--- src/rtl/seq_multiplier_pkg.sv ---
// Shared definitions for the sequential shift-and-add multiplier.
package seq_multiplier_pkg;

  localparam int N_DEFAULT = 32;

  typedef enum logic [1:0] {
    IDLE = 2'd0,
    RUN  = 2'd1,
    DONE = 2'd2
  } state_e;

endpackage

--- src/rtl/seq_multiplier_adder.sv ---
// N-bit ripple-carry adder for the multiplier accumulate step.
// Carry-in is zero and the carry-out is returned as sum[N].
module mul_acc_adder
  import seq_multiplier_pkg::*;
#(
  parameter int N = N_DEFAULT
) (
  input  logic [N-1:0] x,
  input  logic [N-1:0] y,
  output logic [N:0]   sum
);

  logic [N-1:0] s;
  logic         c;

  always_comb begin
    c = 1'b0;
    s = '0;
    for (int i = 0; i < N; i++) begin
      s[i] = x[i] ^ y[i] ^ c;
      c    = (x[i] & y[i]) | (c & (x[i] ^ y[i]));
    end
    sum = {c, s};
  end

endmodule

--- src/rtl/seq_multiplier.sv ---
// Multi-cycle unsigned shift-and-add multiplier, one partial product per cycle.
//   state | meaning
//   IDLE  | waiting for operands, in_ready high
//   RUN   | N accumulate/shift steps in progress
//   DONE  | product valid, held until consumer accepts
module seq_multiplier
  import seq_multiplier_pkg::*;
#(
  parameter int N  = N_DEFAULT,
  parameter int CW = $clog2(N)
) (
  input  logic           clk,
  input  logic           rst_n,
  input  logic           in_valid,
  output logic           in_ready,
  input  logic [N-1:0]   a,
  input  logic [N-1:0]   b,
  output logic           out_valid,
  input  logic           out_ready,
  output logic [2*N-1:0] product,
  output logic           ovf,
  output logic           busy
);

  state_e         state_q, state_d;
  logic [N-1:0]   mcand_q, mcand_d;
  logic [2*N-1:0] acc_q, acc_d;
  logic [2*N-1:0] product_q, product_d;
  logic [CW-1:0]  cnt_q, cnt_d;
  logic           ovf_q, ovf_d;
  logic           in_ready_q, in_ready_d;
  logic           out_valid_q, out_valid_d;
  logic           busy_q, busy_d;

  logic [N-1:0]   addend;
  logic [N:0]     sum;

  assign addend = acc_q[0] ? mcand_q : '0;

  mul_acc_adder #(.N(N)) u_adder (
    .x   (acc_q[2*N-1:N]),
    .y   (addend),
    .sum (sum)
  );

  always_comb begin
    state_d   = state_q;
    mcand_d   = mcand_q;
    acc_d     = acc_q;
    product_d = product_q;
    cnt_d     = cnt_q;
    ovf_d     = ovf_q;
    case (state_q)
      IDLE: begin
        if (in_valid && in_ready_q) begin
          mcand_d = a;
          acc_d   = {{N{1'b0}}, b};
          cnt_d   = '0;
          if ((a == '0) || (b == '0)) begin
            state_d   = DONE;
            product_d = '0;
            ovf_d     = 1'b0;
          end else begin
            state_d = RUN;
          end
        end
      end
      RUN: begin
        // carry lands at the top so all-ones operands stay exact
        acc_d = {sum, acc_q[N-1:1]};
        cnt_d = cnt_q + CW'(1);
        if (cnt_q == CW'(N-1)) begin
          state_d   = DONE;
          product_d = acc_d;
          ovf_d     = |acc_d[2*N-1:N];
        end
      end
      DONE: begin
        if (out_ready) state_d = IDLE;
      end
      default: state_d = IDLE;
    endcase
    in_ready_d  = (state_d == IDLE);
    out_valid_d = (state_d == DONE);
    busy_d      = (state_d != IDLE);
  end

  always_ff @(posedge clk or negedge rst_n) begin
    if (!rst_n) begin
      state_q     <= IDLE;
      mcand_q     <= '0;
      acc_q       <= '0;
      product_q   <= '0;
      cnt_q       <= '0;
      ovf_q       <= 1'b0;
      in_ready_q  <= 1'b1;
      out_valid_q <= 1'b0;
      busy_q      <= 1'b0;
    end else begin
      state_q     <= state_d;
      mcand_q     <= mcand_d;
      acc_q       <= acc_d;
      product_q   <= product_d;
      cnt_q       <= cnt_d;
      ovf_q       <= ovf_d;
      in_ready_q  <= in_ready_d;
      out_valid_q <= out_valid_d;
      busy_q      <= busy_d;
    end
  end

  assign in_ready  = in_ready_q;
  assign out_valid = out_valid_q;
  assign product   = product_q;
  assign ovf       = ovf_q;
  assign busy      = busy_q;

endmodule

--- config.mk ---
export PLATFORM = sky130hd
export DESIGN_NAME = seq_multiplier
export DESIGN_NICKNAME = d
export VERILOG_FILES = /design/src/rtl/seq_multiplier_pkg.sv /design/src/rtl/seq_multiplier_adder.sv /design/src/rtl/seq_multiplier.sv
export SDC_FILE = /design/constraint.sdc
export NUM_CORES = 1
export LEC_CHECK = 0
export BUFFER_PORTS_ARGS = -buffer_cell sky130_fd_sc_hd__buf_2
export CAP_MARGIN = 20
export CORE_UTILIZATION = 57
export DETAILED_ROUTE_END_ITERATION = 10
export PLACE_DENSITY = 0.8
export SYNTH_ARGS = -nofsm -noshare
export SYNTH_HDL_FRONTEND = slang
export SYNTH_SLANG_ARGS = --single-unit
--- constraint.sdc ---
create_clock -name clk -period 16.1 [get_ports clk]
set_input_delay 1.61 -clock clk [delete_from_list [all_inputs] [get_ports clk]]
set_output_delay 1.61 -clock clk [all_outputs]
set_load 0.05 [all_outputs]
==> run_summary.xml, run 1 <==
<?xml version="1.0" encoding="UTF-8"?>
<metrics>
  <group name="finish">
    <metric name="post_layout_nonfiller_instances" unit="">1144</metric>
    <metric name="final_cell_area" unit="mm2">0.00962</metric>
    <metric name="nets" unit="">1053</metric>
    <metric name="utilization" unit="%">68.3</metric>
    <metric name="antenna-diode-count" unit="">0</metric>
    <metric name="drive_gt1_share" unit="%">24.7</metric>
    <metric name="area.growth.synth_to_final" unit="%">15.1</metric>
  </group>
  <group name="synth">
    <metric name="edff_count_synth" unit="">0</metric>
    <metric name="syn-num-nets" unit="">940</metric>
    <metric name="synth.mux.area_fraction" unit="%">0</metric>
    <metric name="syn-instance-count" unit="">838</metric>
    <metric name="area_fraction_in_compound_gates_after_synthesis" unit="%">18.2</metric>
    <metric name="synth.top_cells.by_count" unit="">sky130_fd_sc_hd__nand2_1, sky130_fd_sc_hd__dfrtp_1, sky130_fd_sc_hd__inv_1</metric>
    <metric name="synth_top_family_by_area" unit="">compound AO/OA/AOI/OAI gates</metric>
    <metric name="ys.flop_type" unit="">sky130_fd_sc_hd__dfrtp_1</metric>
    <metric name="synth_seq_cells" unit="">171</metric>
    <metric name="netlist_area" unit="mm2">0.00836</metric>
    <metric name="synth-xor-area-share" unit="%">0</metric>
    <metric name="synth_area_per_cell" unit="um2">9.98</metric>
    <metric name="netlist_top_cells_area" unit="">sky130_fd_sc_hd__dfrtp_1, sky130_fd_sc_hd__nand2_1, sky130_fd_sc_hd__fa_1</metric>
    <metric name="seq_area_frac_synth" unit="%">51.2</metric>
    <metric name="synth.top_cell.area_share" unit="%">50.9</metric>
    <metric name="yosysUniqueCellTypes" unit="">38</metric>
    <metric name="synth.most_common_cell" unit="">sky130_fd_sc_hd__nand2_1</metric>
    <metric name="post_synth_and_or_nand_nor_area_fraction" unit="%">14.3</metric>
    <metric name="synth-async-reset-ratio" unit="%">100</metric>
    <metric name="synth_fa_ha_area_share" unit="%">7.87</metric>
    <metric name="ys_warn_count" unit="">0</metric>
    <metric name="netlist.top_cell.by_area" unit="">sky130_fd_sc_hd__dfrtp_1</metric>
  </group>
  <group name="min_path">
    <metric name="hp-class" unit="">reg2reg</metric>
    <metric name="startpoint_of_the_tightest_hold_check_path" unit="">mcand_q[0]</metric>
  </group>
  <group name="clock_network">
    <metric name="max-clock-path-buffers" unit="">2</metric>
    <metric name="cts_tree" unit="">done</metric>
    <metric name="cts_resized" unit="">0</metric>
    <metric name="cts_post_setup_buffers_inserted" unit="">0</metric>
    <metric name="sinks_on_clock_net" unit="">171</metric>
    <metric name="clkTransAtPathRegs" unit="ps">60</metric>
    <metric name="hold_bufs_inserted_after_cts" unit="">0</metric>
    <metric name="clock_insertion_delay_worst_skew" unit="ps">440</metric>
    <metric name="clock-root-buffer" unit="">sky130_fd_sc_hd__clkbuf_16</metric>
    <metric name="tritoncts.num_buffers" unit="">17</metric>
    <metric name="cts.htree.levels" unit="">4</metric>
  </group>
  <group name="critical_path">
    <metric name="start_kind" unit="">flop</metric>
    <metric name="worstPathBufferInverterCount" unit="">1</metric>
    <metric name="worst-setup-path-type" unit="">reg2reg</metric>
    <metric name="cp-startpoint" unit="">acc_q[0]</metric>
    <metric name="worstSetupEndpointType" unit="">flop</metric>
    <metric name="arrival" unit="ps">15610</metric>
    <metric name="worst_path_max_delay_cell" unit="">sky130_fd_sc_hd__fa_1</metric>
    <metric name="worstPathMaxFanout" unit="">32</metric>
    <metric name="cp_common_cell" unit="">sky130_fd_sc_hd__fa_1</metric>
    <metric name="crit_family" unit="">adder cells</metric>
    <metric name="crit-reg2reg-launch" unit="">acc_q[0]</metric>
    <metric name="cpPeakStageDelay" unit="ps">560</metric>
    <metric name="crit_required" unit="ps">16380</metric>
  </group>
  <group name="drt">
    <metric name="detail_route.wl_per_cell" unit="um">17.3</metric>
    <metric name="drt.antenna.violating_nets" unit="">0</metric>
    <metric name="post-route-drc-count" unit="">0</metric>
    <metric name="detail_route.wirelength" unit="um">19800</metric>
    <metric name="drtPass1Iterations" unit="">5</metric>
    <metric name="detail_route.vias_per_cell" unit="">5.75</metric>
    <metric name="via_count" unit="">6573</metric>
    <metric name="drt_iter0_markers" unit="">576</metric>
  </group>
  <group name="floorplan">
    <metric name="die_area" unit="mm2">0.0152</metric>
    <metric name="ioPinCount" unit="">136</metric>
    <metric name="die_x" unit="um">123</metric>
    <metric name="die_y" unit="um">123</metric>
    <metric name="initial_utilization" unit="%">59.3</metric>
    <metric name="fp-row-count" unit="">43</metric>
    <metric name="coreArea" unit="mm2">0.0141</metric>
  </group>
  <group name="timing">
    <metric name="hold_violations" unit="">0</metric>
    <metric name="final_number_of_setup_violating_endpoints" unit="">0</metric>
    <metric name="min_period" unit="ps">15330</metric>
    <metric name="fin_worst_skew" unit="ps">5.90</metric>
    <metric name="worst_hold_slack_across_all_endpoints" unit="ps">463</metric>
    <metric name="layout_worst_path_cycle_share" unit="%">95.2</metric>
    <metric name="achievable_freq" unit="GHz">0.0652</metric>
    <metric name="timing.slew.headroom" unit="%">35.0</metric>
    <metric name="timing_max_transition_violations_final" unit="">0</metric>
    <metric name="fin_tns_setup" unit="ps">0</metric>
    <metric name="timing_worst_slew_pin_value" unit="ps">975</metric>
    <metric name="rsz0062_at_grt" unit="">no</metric>
  </group>
  <group name="pwr">
    <metric name="clock_power_share" unit="%">19.3</metric>
    <metric name="pwr-share-comb" unit="%">45.4</metric>
    <metric name="p_sw_share" unit="%">45.4</metric>
    <metric name="p_leak" unit="nW">4.78</metric>
    <metric name="internal_power" unit="W">0.00118</metric>
    <metric name="sequentialPowerShare" unit="%">35.3</metric>
    <metric name="power.net_switching" unit="W">0.000984</metric>
    <metric name="ir_worst_vdd" unit="V">0.000123</metric>
    <metric name="powerDensity" unit="mW/mm2">225</metric>
  </group>
  <group name="global_routing">
    <metric name="grt.overflow.total" unit="">0</metric>
    <metric name="groute.usage.overall" unit="%">28.8</metric>
    <metric name="number_of_global_route_vias_before_repair" unit="">6562</metric>
    <metric name="grt_start_max_net_pins" unit="">97</metric>
    <metric name="grt_first_pass_wirelength" unit="um">32800</metric>
    <metric name="initial_antenna_violation_count" unit="">0</metric>
  </group>
  <group name="placed_design">
    <metric name="postPlaceCellArea" unit="mm2">0.00902</metric>
    <metric name="dpl.hpwl" unit="um">13200</metric>
    <metric name="routabilityCongestion" unit="">0.866</metric>
    <metric name="numPlacedInstances" unit="">1112</metric>
    <metric name="buffer_ports.inserted" unit="">135</metric>
  </group>
  <group name="status">
    <metric name="status" unit="">complete, no violations</metric>
  </group>
  <group name="run">
    <metric name="max_cap_viol_count" unit="">0</metric>
  </group>
</metrics>
## placed cells by master, fill, tap and decap left out, drive strengths merged, types with 2 or more instances in the layout
cell and count:
bufinv 3, ha 3, o22ai 2, nor4 16, clkbuf 20, inv 98
buf 145, o21ai 104, dfrtp 170, nor2 5, a22oi 63, nand2 233
a2bb2oi 32, clkinv 6, clkinvlp 3, or4 2, a31oi 2, fa 31
nand4 13, a21o 2
## sequential cells by signal, summed over array words and instances, names as in the netlist
signal,flops
product,64
busy,1
out_valid,1
ovf,1
in_ready,1
cnt_q,5
mcand_q,32
acc_q,64
state_q,2
## final timing paths
path                       cells after the start          end  slack (ps)
min in group asynchronous                      1  product[42]        1270
min reg2reg                                    2   mcand_q[0]         460
min                                            2   mcand_q[0]         460
max in group asynchronous                      2     acc_q[9]       13340
max reg2reg                                   37          ovf         770
max                                           37          ovf         770
## logic make-up (layout without fill, tap and decap cells)
family | Yosys count | after routing
flip-flops | 171 | 171
buffers and inverters | 149 | 275
adder cells (fa/ha/maj) | 34 | 34
AO/OA/AOI/OAI | 207 | 207
AND/OR/NAND/NOR | 277 | 277
## per-stage QoR
stage	power, W	setup slack (ps)
2_1_floorplan	0.00151	1280
3_3_place_gp	0.00171	1110
3_5_place_dp	0.00175	790
4_1_cts	0.00218	736
5_1_grt	0.00231	217
6_report	0.00217	774
## metal layers
metal / global-route usage [%] / vias to the layer above / wire length (um)
met5: 0 / - / 0
met4: 11.7 / 0 / 563
met3: 6.13 / 51 / 1480
met2: 44.9 / 270 / 9430
met1: 39.5 / 3239 / 8370
li1: - / 3013 / -
## power by group through the flow
stage	clock, W	sequential [W]	combinational, W
2_1_floorplan	0	0.000998	0.000516
3_3_place_gp	0	0.000759	0.000955
3_5_place_dp	0	0.000765	0.000985
4_1_cts	0.000423	0.000762	0.000992
5_1_grt	0.000441	0.000791	0.00108
6_report	0.000419	0.000765	0.000984
## area by class of cell
class                      instances  area, um2
inverter                          98        368
clock buffer                      20        457
sequential                       171       4280
tap                              180        225
fill                            1096       4470
timing repair buffer             145        757
clock inverter                    12        146
multi-input combinational        518       3390
## tightest hold or removal path, cell delays in order, from the launching register on
cell	delay, ps
sky130_fd_sc_hd__dfrtp_1	330
sky130_fd_sc_hd__nand2_1	50
sky130_fd_sc_hd__nand2_1	50
(Power assumes the default switching activity.)
==> run 2: changes to the inputs <==
--- a/config.mk
+++ b/config.mk
@@ -7,9 +7,9 @@
 export LEC_CHECK = 0
 export BUFFER_PORTS_ARGS = -buffer_cell sky130_fd_sc_hd__buf_2
 export CAP_MARGIN = 20
-export CORE_UTILIZATION = 57
+export CORE_UTILIZATION = 61
 export DETAILED_ROUTE_END_ITERATION = 10
-export PLACE_DENSITY = 0.8
+export PLACE_DENSITY = 0.85
 export SYNTH_ARGS = -nofsm -noshare
 export SYNTH_HDL_FRONTEND = slang
 export SYNTH_SLANG_ARGS = --single-unit
==> constraint.sdc (replaced) <==
create_clock -name clk -period 19.3 [get_ports clk]
set_input_delay 1.93 -clock clk [delete_from_list [all_inputs] [get_ports clk]]
set_output_delay 1.93 -clock clk [all_outputs]
set_load 0.05 [all_outputs]
==> run_summary.xml, run 2 (synthesis gave the netlist of run 1 again) <==
<?xml version="1.0" encoding="UTF-8"?>
<metrics>
  <group name="clock_network">
    <metric name="clock-root-buffer" unit="">sky130_fd_sc_hd__clkbuf_16</metric>
    <metric name="clkTransAtPathRegs" unit="ps">60</metric>
    <metric name="clock_insertion_delay_worst_skew" unit="ps">430</metric>
    <metric name="max-clock-path-buffers" unit="">2</metric>
    <metric name="hold_bufs_inserted_after_cts" unit="">0</metric>
    <metric name="sinks_on_clock_net" unit="">171</metric>
    <metric name="tritoncts.num_buffers" unit="">17</metric>
    <metric name="cts_tree" unit="">done</metric>
    <metric name="cts.htree.levels" unit="">4</metric>
    <metric name="cts_resized" unit="">0</metric>
    <metric name="cts_post_setup_buffers_inserted" unit="">0</metric>
  </group>
  <group name="floorplan">
    <metric name="initial_utilization" unit="%">62.9</metric>
    <metric name="die_y" unit="um">119</metric>
    <metric name="die_x" unit="um">119</metric>
    <metric name="ioPinCount" unit="">136</metric>
    <metric name="fp-row-count" unit="">42</metric>
    <metric name="die_area" unit="mm2">0.0142</metric>
    <metric name="coreArea" unit="mm2">0.0133</metric>
  </group>
  <group name="timing">
    <metric name="final_number_of_setup_violating_endpoints" unit="">0</metric>
    <metric name="timing.slew.headroom" unit="%">24.6</metric>
    <metric name="timing_max_transition_violations_final" unit="">0</metric>
    <metric name="min_period" unit="ps">15330</metric>
    <metric name="achievable_freq" unit="GHz">0.0652</metric>
    <metric name="rsz0062_at_grt" unit="">no</metric>
    <metric name="timing_worst_slew_pin_value" unit="ps">1130</metric>
    <metric name="layout_worst_path_cycle_share" unit="%">79.4</metric>
    <metric name="fin_tns_setup" unit="ps">0</metric>
    <metric name="hold_violations" unit="">0</metric>
    <metric name="fin_worst_skew" unit="ps">7.73</metric>
  </group>
  <group name="critical_path">
    <metric name="worstReg2RegEnd" unit="">ovf</metric>
    <metric name="crit_family" unit="">adder cells</metric>
    <metric name="critical_path_cell_count" unit="">37</metric>
    <metric name="r2r_setup_slack" unit="ps">3970</metric>
    <metric name="cp-startpoint" unit="">acc_q[0]</metric>
    <metric name="reg2regPathDepth" unit="">37</metric>
    <metric name="worstPathBufferInverterCount" unit="">1</metric>
    <metric name="crit-reg2reg-launch" unit="">acc_q[0]</metric>
    <metric name="critPathCapture" unit="">ovf</metric>
    <metric name="start_kind" unit="">flop</metric>
    <metric name="arrival" unit="ps">15590</metric>
    <metric name="worst-setup-path-type" unit="">reg2reg</metric>
    <metric name="cpPeakStageDelay" unit="ps">570</metric>
    <metric name="worstSetupEndpointType" unit="">flop</metric>
    <metric name="worst_path_max_delay_cell" unit="">sky130_fd_sc_hd__fa_1</metric>
    <metric name="worstPathMaxFanout" unit="">32</metric>
    <metric name="cp_common_cell" unit="">sky130_fd_sc_hd__fa_1</metric>
    <metric name="crit_required" unit="ps">19570</metric>
  </group>
  <group name="pwr">
    <metric name="p_total" unit="W">0.00182</metric>
    <metric name="internal_power" unit="W">0.000990</metric>
    <metric name="p_sw_share" unit="%">45.5</metric>
    <metric name="clock_power_share" unit="%">19.0</metric>
    <metric name="ir_worst_vdd" unit="V">0.000127</metric>
    <metric name="sequentialPowerShare" unit="%">35.4</metric>
    <metric name="power.net_switching" unit="W">0.000828</metric>
    <metric name="powerDensity" unit="mW/mm2">189</metric>
    <metric name="pwr-share-comb" unit="%">45.6</metric>
    <metric name="p_leak" unit="nW">4.77</metric>
  </group>
  <group name="finish">
    <metric name="drive_gt1_share" unit="%">24.2</metric>
    <metric name="area.growth.synth_to_final" unit="%">14.8</metric>
    <metric name="antenna-diode-count" unit="">0</metric>
    <metric name="most_common_library_cell_in_the_layout_ignoring_fill_and_taps" unit="">sky130_fd_sc_hd__nand2_1</metric>
    <metric name="post_layout_nonfiller_instances" unit="">1139</metric>
    <metric name="final_cell_area" unit="mm2">0.00960</metric>
    <metric name="mostFrequentLayoutCells" unit="">sky130_fd_sc_hd__nand2_1, sky130_fd_sc_hd__dfrtp_1, sky130_fd_sc_hd__buf_2</metric>
    <metric name="nets" unit="">1053</metric>
    <metric name="utilization" unit="%">72.2</metric>
  </group>
  <group name="drt">
    <metric name="via_count" unit="">6747</metric>
    <metric name="detail_route.wirelength" unit="um">20600</metric>
    <metric name="post-route-drc-count" unit="">0</metric>
    <metric name="drtPass1Iterations" unit="">5</metric>
    <metric name="detail_route.vias_per_cell" unit="">5.92</metric>
    <metric name="detail_route.wl_per_cell" unit="um">18.1</metric>
    <metric name="drt.antenna.violating_nets" unit="">0</metric>
    <metric name="drt_iter0_markers" unit="">638</metric>
  </group>
  <group name="global_routing">
    <metric name="groute.usage.overall" unit="%">31.1</metric>
    <metric name="number_of_global_route_vias_before_repair" unit="">6940</metric>
    <metric name="initial_antenna_violation_count" unit="">0</metric>
    <metric name="grt_first_pass_wirelength" unit="um">34100</metric>
    <metric name="grt.overflow.total" unit="">0</metric>
    <metric name="grt_start_max_net_pins" unit="">97</metric>
  </group>
  <group name="placed_design">
    <metric name="dpl.hpwl" unit="um">13400</metric>
    <metric name="buffer_ports.inserted" unit="">135</metric>
    <metric name="numPlacedInstances" unit="">1108</metric>
    <metric name="postPlaceCellArea" unit="mm2">0.00901</metric>
    <metric name="routabilityCongestion" unit="">0.882</metric>
  </group>
  <group name="min_path">
    <metric name="hp-class" unit="">reg2reg</metric>
    <metric name="hold_depth" unit="">2</metric>
  </group>
  <group name="run">
    <metric name="max_cap_viol_count" unit="">0</metric>
  </group>
  <group name="status">
    <metric name="status" unit="">complete, no violations</metric>
  </group>
</metrics>
## run 2: changes by cell type in the layout (fill, tap and decap cells not counted), sizes merged
cell,before,now
clkinvlp,3,2
clkbuf,20,24
clkinv,6,2
## run 2: tightest hold or removal path: stages, from the launching register on
cell                      delay, ps
sky130_fd_sc_hd__dfrtp_1        340
sky130_fd_sc_hd__nand2_1         50
sky130_fd_sc_hd__o21ai_0         60
## run 2: metrics by stage
stage          worst slack [ps]  hold slack [ps]
2_1_floorplan              4480              438
3_5_place_dp               4040              463
5_1_grt                    3430              502
6_report                   3970              481
4_1_cts                    3900              480
3_3_place_gp               4320              451
## run 2: power by group through the flow
stage	registers, W	logic (W)	clock network [W]
floorplan	0.000833	0.000430	0
global placement	0.000633	0.000796	0
detailed placement	0.000641	0.000819	0
CTS	0.000639	0.000832	0.000347
global route	0.000660	0.000904	0.000363
finish	0.000643	0.000829	0.000345
## run 2: worst min-delay path by stage
stage / end / from
floorplan: mcand_q[0] / mcand_q[0]
global placement: mcand_q[0] / mcand_q[0]
detailed placement: mcand_q[4] / mcand_q[4]
CTS: cnt_q[3] / cnt_q[3]
global route: acc_q[48] / acc_q[48]
finish: acc_q[48] / acc_q[48]
## run 2: routing by layer
layer | part of all wire (%) | GRT usage [%]
met1 | 41 | 41.4
met2 | 49 | 49.7
met3 | 6.8 | 6.13
met4 | 2.7 | 14.2
met5 | 0 | 0
## run 2: cell type report
cell class,count,area (um2)
repair buffers,145,757
fillers,922,3690
clock inverters,7,115
inverters,98,368
well taps,176,220
flip-flops and latches,171,4280
clock buffers,24,472
multi-input cells,518,3390
